==> src/rtl/vddr_pkg.sv <==
// Shared types and helpers for the DDR write burst arbiter:
// Gray/binary pointer conversion, FSM state encoding and beat width.
package vddr_pkg;

    localparam int BYTES_PER_BEAT = 4;
    // Conversions work on a wide vector; callers zero-extend and truncate.
    localparam int PTR_MAX = 32;

    typedef enum logic [1:0] {
        IDLE = 2'd0,
        CMD  = 2'd1,
        DATA = 2'd2
    } state_t;

    function automatic logic [PTR_MAX-1:0] bin2gray(input logic [PTR_MAX-1:0] b);
        return b ^ (b >> 1);
    endfunction

    function automatic logic [PTR_MAX-1:0] gray2bin(input logic [PTR_MAX-1:0] g);
        logic [PTR_MAX-1:0] b;
        b[PTR_MAX-1] = g[PTR_MAX-1];
        for (int i = PTR_MAX - 2; i >= 0; i--) begin
            b[i] = b[i+1] ^ g[i];
        end
        return b;
    endfunction

endpackage

==> src/rtl/ddr_wr_skid2.sv <==
// Two-entry FIFO holding RAM read data until the DDR master takes it.
// The producer never pushes into a full buffer (it counts entries plus
// reads still in flight), so there is no input-side ready.
module ddr_wr_skid2
    import vddr_pkg::*;
#(
    parameter int DW = 32
) (
    input  logic          clk,
    input  logic          rst_n,
    input  logic          in_valid,
    input  logic [DW-1:0] in_data,
    output logic          out_valid,
    input  logic          out_ready,
    output logic [DW-1:0] out_data,
    output logic [1:0]    count
);

    logic [1:0][DW-1:0] mem;
    logic               wp;
    logic               rp;
    logic               push;
    logic               pop;

    assign push      = in_valid;
    assign pop       = out_valid & out_ready;
    assign out_valid = (count != 2'd0);
    assign out_data  = mem[rp];

    // Storage and pointers; head entry stays put while out_ready is low.
    always_ff @(posedge clk or negedge rst_n) begin
        if (!rst_n) begin
            mem   <= '0;
            wp    <= 1'b0;
            rp    <= 1'b0;
            count <= 2'd0;
        end else begin
            if (push) begin
                mem[wp] <= in_data;
                wp      <= ~wp;
            end
            if (pop) begin
                rp <= ~rp;
            end
            count <= count + 2'(push) - 2'(pop);
        end
    end

endmodule

==> src/rtl/ddr_wr_burst_arbiter.sv <==
// Read-clock-domain scheduler sharing one DDR write port between two
// camera async FIFOs. A channel is granted once it holds a full burst;
// exactly BURST_LEN words are drained per grant.
// Optional: define ARB_FILL_PRIORITY_EN to let the fuller FIFO win when
// both are eligible (ties fall back to round-robin).
module ddr_wr_burst_arbiter
    import vddr_pkg::*;
#(
    parameter int          ASIZE        = 4,
    parameter int          DW           = BYTES_PER_BEAT * 8,
    parameter int          AW           = 28,
    parameter int          BURST_LEN    = 8,
    parameter int          FRAME_BURSTS = 1024,
    parameter logic [AW-1:0] BASE0      = AW'(28'h0000000),
    parameter logic [AW-1:0] BASE1      = AW'(28'h0800000)
) (
    input  logic             rclk,
    input  logic             rrst_n,
    input  logic [ASIZE:0]   rq2_wptr0,
    input  logic [ASIZE:0]   rq2_wptr1,
    output logic [ASIZE:0]   rptr0,
    output logic [ASIZE:0]   rptr1,
    output logic [ASIZE-1:0] raddr0,
    output logic [ASIZE-1:0] raddr1,
    output logic             rd_en0,
    output logic             rd_en1,
    input  logic [DW-1:0]    rdata0,
    input  logic [DW-1:0]    rdata1,
    output logic             cmd_valid,
    input  logic             cmd_ready,
    output logic             cmd_ch,
    output logic [AW-1:0]    cmd_addr,
    output logic             wr_valid,
    input  logic             wr_ready,
    output logic [DW-1:0]    wr_data,
    output logic             wr_last
);

    localparam int PW          = ASIZE + 1;
    localparam int BURST_BYTES = BURST_LEN * DW / 8;
    localparam int BCW         = (FRAME_BURSTS > 1) ? $clog2(FRAME_BURSTS) : 1;
    localparam int CW          = $clog2(BURST_LEN + 1);

    state_t             state, state_nxt;
    logic [1:0][PW-1:0] wbin, rbin, fill, rptr_q;
    logic [1:0]         elig;
    logic [1:0][AW-1:0] addr;
    logic [1:0][BCW-1:0] bcnt;
    logic               rr_last;
    logic               grant_ch;
    logic               cmd_fire, beat_fire, last_fire;
    logic               rd_go;
    logic [1:0]         rd_en_v;
    logic [CW-1:0]      rd_cnt, beat_cnt;
    logic               rd_inflight;
    logic [1:0]         skid_cnt;

    assign wbin[0] = PW'(gray2bin(PTR_MAX'(rq2_wptr0)));
    assign wbin[1] = PW'(gray2bin(PTR_MAX'(rq2_wptr1)));

    // Fill level per channel; the extra pointer MSB makes a full FIFO read as 2**ASIZE.
    always_comb begin
        fill = '0;
        elig = '0;
        for (int c = 0; c < 2; c++) begin
            fill[c] = wbin[c] - rbin[c];
            elig[c] = (fill[c] >= PW'(BURST_LEN));
        end
    end

    // Channel choice when granting from IDLE.
    always_comb begin
        grant_ch = elig[1];
        if (elig[0] && elig[1]) begin
`ifdef ARB_FILL_PRIORITY_EN
            if (fill[0] != fill[1]) grant_ch = (fill[1] > fill[0]);
            else                    grant_ch = ~rr_last;
`else
            grant_ch = ~rr_last;
`endif
        end
    end

    assign cmd_fire  = cmd_valid & cmd_ready;
    assign beat_fire = wr_valid & wr_ready;
    assign last_fire = beat_fire & wr_last;

    // Read only while buffered plus in-flight words stay below the skid depth.
    assign rd_go   = (state == DATA) && (rd_cnt < CW'(BURST_LEN)) &&
                     ((skid_cnt + 2'(rd_inflight)) < 2'd2);
    assign rd_en_v = {rd_go & cmd_ch, rd_go & ~cmd_ch};
    assign rd_en0  = rd_en_v[0];
    assign rd_en1  = rd_en_v[1];
    assign raddr0  = rbin[0][ASIZE-1:0];
    assign raddr1  = rbin[1][ASIZE-1:0];
    assign rptr0   = rptr_q[0];
    assign rptr1   = rptr_q[1];
    assign wr_last = wr_valid && (beat_cnt == CW'(BURST_LEN - 1));

    // State register.
    always_ff @(posedge rclk or negedge rrst_n) begin
        if (!rrst_n) state <= IDLE;
        else         state <= state_nxt;
    end

    // Next-state logic; cmd_valid is high for the whole of CMD.
    always_comb begin
        state_nxt = state;
        case (state)
            IDLE:    if (|elig)     state_nxt = CMD;
            CMD:     if (cmd_ready) state_nxt = DATA;
            DATA:    if (last_fire) state_nxt = IDLE;
            default:                state_nxt = IDLE;
        endcase
    end

    // Command register, round-robin history and per-channel address counters.
    always_ff @(posedge rclk or negedge rrst_n) begin
        if (!rrst_n) begin
            cmd_valid <= 1'b0;
            cmd_ch    <= 1'b0;
            cmd_addr  <= '0;
            rr_last   <= 1'b1;
            addr[0]   <= BASE0;
            addr[1]   <= BASE1;
            bcnt      <= '0;
        end else begin
            if (state == IDLE && |elig) begin
                cmd_valid <= 1'b1;
                cmd_ch    <= grant_ch;
                cmd_addr  <= addr[grant_ch];
            end else if (cmd_fire) begin
                cmd_valid <= 1'b0;
            end
            if (cmd_fire) begin
                rr_last <= cmd_ch;
                if (bcnt[cmd_ch] == BCW'(FRAME_BURSTS - 1)) begin
                    bcnt[cmd_ch] <= '0;
                    addr[cmd_ch] <= cmd_ch ? BASE1 : BASE0;
                end else begin
                    bcnt[cmd_ch] <= bcnt[cmd_ch] + BCW'(1);
                    addr[cmd_ch] <= addr[cmd_ch] + AW'(BURST_BYTES);
                end
            end
        end
    end

    // Read pointers: binary for the RAM address, Gray registered for the write side.
    always_ff @(posedge rclk or negedge rrst_n) begin
        if (!rrst_n) begin
            rbin   <= '0;
            rptr_q <= '0;
        end else begin
            for (int c = 0; c < 2; c++) begin
                if (rd_en_v[c]) begin
                    rbin[c]   <= rbin[c] + PW'(1);
                    rptr_q[c] <= PW'(bin2gray(PTR_MAX'(rbin[c] + PW'(1))));
                end
            end
        end
    end

    // Per-burst read and beat counters plus the RAM latency stage.
    always_ff @(posedge rclk or negedge rrst_n) begin
        if (!rrst_n) begin
            rd_cnt      <= '0;
            beat_cnt    <= '0;
            rd_inflight <= 1'b0;
        end else begin
            rd_inflight <= rd_go;
            if (last_fire) begin
                rd_cnt   <= '0;
                beat_cnt <= '0;
            end else begin
                if (rd_go)     rd_cnt   <= rd_cnt + CW'(1);
                if (beat_fire) beat_cnt <= beat_cnt + CW'(1);
            end
        end
    end

    ddr_wr_skid2 #(.DW(DW)) u_skid (
        .clk       (rclk),
        .rst_n     (rrst_n),
        .in_valid  (rd_inflight),
        .in_data   (cmd_ch ? rdata1 : rdata0),
        .out_valid (wr_valid),
        .out_ready (wr_ready),
        .out_data  (wr_data),
        .count     (skid_cnt)
    );

endmodule

==> config.mk <==
export PLATFORM = sky130hd
export DESIGN_NAME = ddr_wr_burst_arbiter
export DESIGN_NICKNAME = d
export VERILOG_FILES = /design/src/rtl/vddr_pkg.sv /design/src/rtl/ddr_wr_skid2.sv /design/src/rtl/ddr_wr_burst_arbiter.sv
export SDC_FILE = /design/constraint.sdc
export NUM_CORES = 1
export LEC_CHECK = 0
export ABC_AREA = 1
export BUFFER_PORTS_ARGS = -buffer_cell sky130_fd_sc_hd__buf_4
export CORE_MARGIN = 2
export CORE_UTILIZATION = 52
export DETAILED_ROUTE_END_ITERATION = 12
export GPL_ROUTABILITY_DRIVEN = 0
export PLACE_DENSITY = 0.86
export REMOVE_ABC_BUFFERS = 1
export SYNTH_ARGS = -nofsm -noshare
export SYNTH_HDL_FRONTEND = slang
export SYNTH_HIERARCHICAL = 1
export SYNTH_SLANG_ARGS = --single-unit
==> constraint.sdc <==
create_clock -name rclk -period 2.2 [get_ports rclk]
set_input_delay 0.33 -clock rclk [delete_from_list [all_inputs] [get_ports rclk]]
set_output_delay 0.33 -clock rclk [all_outputs]
set_load 0.005 [all_outputs]
==> results_dict.tcl <==
set metrics [dict create \
    status "finished with violations" \
    violations "setup timing" \
    critPathSlowestCell "fa_2" \
    pin_count 162 \
    period_minus_slack_ns 2.534 \
    slew_headroom_pct 43.27 \
    root_buffer "clkbuf_16" \
    fill_cells 1611 \
    ys_ff_latch 206 \
    synth.top_cell.area_share_pct 46.46 \
    row_count 53 \
    setup_slack_ns -0.3340 \
    antenna_found_initial 0 \
    die_area_um2 22310 \
    arrival_ns 2.93 \
    cpPeakStageDelay_ns 0.33 \
    cts_tree "built" \
    drive_above_1_share_pct 21.58 \
    fin_area_um2 14090 \
    crit_chain "buf_8, xor2_4, xor2_2, xor2_1, xor2_1, ha_2, fa_2, nand3b_1, nand3_1, nand2_2, nand2_4, nand2_8, nand2_8, buf_12, buf_16, nand2_1, nand3_1, nand2_1" \
    max-clock-path-buffers 3 \
    cts.sinks 206 \
    grt_pass1_vias 10158 \
    synth.distinct_cells 41 \
    path_class "in2reg" \
    drv_slew 0 \
    insertion_delay_ns 0.51 \
    rsz0062_at_grt "yes" \
    crit_family "simple AND/OR/NAND/NOR gates" \
    critPathMaxFanout 7 \
    p_int_mw 11.51 \
    overflow 0 \
    hpwl_mm 18.99 \
    coreArea_um2 20890 \
    whs_ns 0.04687 \
    setup_tns_ns -8.461 \
    n_antenna_cell 0 \
    synth_area_leaders "dfrtp_1 46%, nand2_1 20%, inv_1 5.3%" \
    path_depth 18 \
    clock.fmax_mhz 394.6 \
    synth.top_cells.by_count "593 x nand2_1, 204 x dfrtp_1, 155 x inv_1" \
    cts_buffers 22 \
    fin_worst_skew_ns 0.01563 \
    power.density_nw_per_um2 1364 \
    h-tree-depth 1 \
    startpoint_type "input pin" \
    syn_area_um2 10990 \
    grt.total_usage_pct 26.82 \
    die_h_um 149.4 \
    clkTransAtPathRegs_ns 0.06 \
    switching_power_mw 7.715 \
    wire_per_inst_um 15.81 \
    ant_nets 0 \
    yosysWarnings 6 \
    finalHoldViolCount 0 \
    start_util_pct 52.60 \
    p_sw_share_pct 40.13 \
    cp-end-kind "flop" \
    hold_depth 2 \
    viasPerCell 5.354 \
    syn_inst 1455 \
    min_path_type "in2reg" \
    placed_area_um2 12640 \
    ys_async_sr_fraction_pct 100.0 \
    maxCapViolCount 0 \
    power_mw 19.22 \
    die_w_um 149.4 \
    grt_pass1_wl_mm 48.65 \
    cp.buffers_inverters 3 \
    vias 10354 \
    drc_errors 0 \
    reg2regPathDepth 13 \
    sequentialPowerShare_pct 31.0 \
    synth_seq_area_share_pct 46.94 \
    peakVddDrop_uv 729.3 \
    power.leakage_nw 7.452 \
    yosys.cell_count.top_type "nand2_1" \
    cp.required_ns 2.59 \
    final_nets 1739 \
    syn2layout_area_growth_pct 28.25 \
    synth.largest_area_cell "dfrtp_1" \
    drtPass1Iterations 8 \
    wirelength_mm 30.57 \
    drt_iter0_markers 997 \
    setup_viol 32 \
    period_share_pct 115.2 \
    synth_edf_count 0 \
    post_synth.cell_area_avg_um2 7.552 \
    synth-main-ff-cell "dfrtp_1" \
    p_clk_share_pct 20.8 \
    combinationalPowerShare_pct 48.3 \
    grt_max_degree 63 \
    io_buffer_count 161 \
    worstMarginPinSlew_ns 0.8500 \
]
## sequential cells by signal (all words and copies together) (netlist names), 4 cells and up
name and cells:
addr 56, bcnt 20, beat_cnt 4, cmd_addr 28
raddr0 4, raddr1 4, rd_cnt 4, rptr0 5
rptr1 5, u_skid/mem 64
## power by group through the flow
stage / Sequential [mW] / Clock, mW / Combinational, mW
after CTS: 5.95 / 4.02 / 8.70
after global placement: 5.93 / 0 / 7.51
after floorplan: 6.02 / 0 / 4.39
after detailed placement: 5.98 / 0 / 7.76
final: 5.95 / 3.99 / 9.28
after global routing: 6.10 / 4.18 / 10.3
## metrics by stage
| step | utilization (%) | setup slack (ns) | cells |
|---|---|---|---|
| 2_1_floorplan | - | -1.797 | 1387 |
| 3_3_place_gp | 60.50 | -0.7307 | 1875 |
| 3_5_place_dp | 60.50 | -0.8491 | 1875 |
| 4_1_cts | 66.37 | -0.1598 | 1929 |
| 5_1_grt | 67.46 | -0.4169 | 1934 |
| 6_report | 67.46 | -0.3340 | 1934 |
## cell families after synthesis
| kind of cell | share of synthesized area (%) |
|---|---|
| flip-flops | 46.94 |
| buffers and inverters | 9.223 |
| AO/OA/AOI/OAI | 8.506 |
| adder cells (fa/ha/maj) | 2.186 |
| XOR/XNOR | 2.949 |
| multiplexers | 0.09110 |
| AND/OR/NAND/NOR | 30.11 |
## final timing paths
| path | slack [ns] | to | from |
|---|---|---|---|
| max | -0.33 | cmd_addr[8]$_DFFE_PN0P_ | rq2_wptr0[3] |
| min | 0.05 | cmd_valid$_DFFE_PN0P_ | cmd_ready |
| max reg2reg | -0.06 | cmd_addr[8]$_DFFE_PN0P_ | raddr0[0]$_DFFE_PN0P_ |
| min reg2reg | 0.46 | addr[31]$_DFFE_PN0P_ | addr[31]$_DFFE_PN0P_ |
| max in group asynchronous | 1.13 | cmd_addr[26]$_DFFE_PN0P_ | rrst_n |
| min in group asynchronous | 0.40 | u_skid/mem[13]$_DFFE_PN0P_ | rrst_n |
## placed cells by master, fill, tap and decap left out, types with 5 or more instances in the layout
cell,n
o21ai_2,7
xor2_1,23
nor2_1,41
buf_16,5
buf_12,14
nand2_2,26
a21oi_1,18
inv_1,154
clkbuf_8,6
nand2_4,9
o21ai_0,102
o21bai_1,5
nor2_2,9
clkbuf_1,6
nand2_1,569
xnor2_1,8
nand4_1,9
clkbuf_16,24
o22ai_1,21
buf_4,202
nor2_4,9
nand3b_1,19
buf_6,5
ha_1,13
nand3_1,89
o21ai_1,15
dfrtp_1,202
## layout make-up
type | count | area (um2) | share of cell area (%)
inverter | 160 | 618.1 | 4.386
timing repair buffer | 232 | 2077 | 14.74
multi-input combinational | 1021 | 5115 | 36.30
sequential | 206 | 5162 | 36.63
clock inverter | 6 | 108.9 | 0.7724
tap | 275 | 344.1 | 2.442
clock buffer | 34 | 666.9 | 4.732
## metal layers
layer	vias to the layer above	share of wire [%]	wire length [um]	track usage [%]
met5	-	0	0	0
met4	0	4.2	1281	10.86
met3	118	7.8	2396	4.037
met2	496	49	14860	46.83
met1	4814	39	12030	33.35
li1	4926	-	-	-
## repair_timing
action,4_1_cts,5_1_grt
setup buffers,8,4
hold endpoints to repair,57,0
endpoints found under the setup margin,33,97
resized for setup,55,40
hold buffers,1,0
gates cloned,5,1
pin swaps,11,6
(Power assumes the default switching activity.)
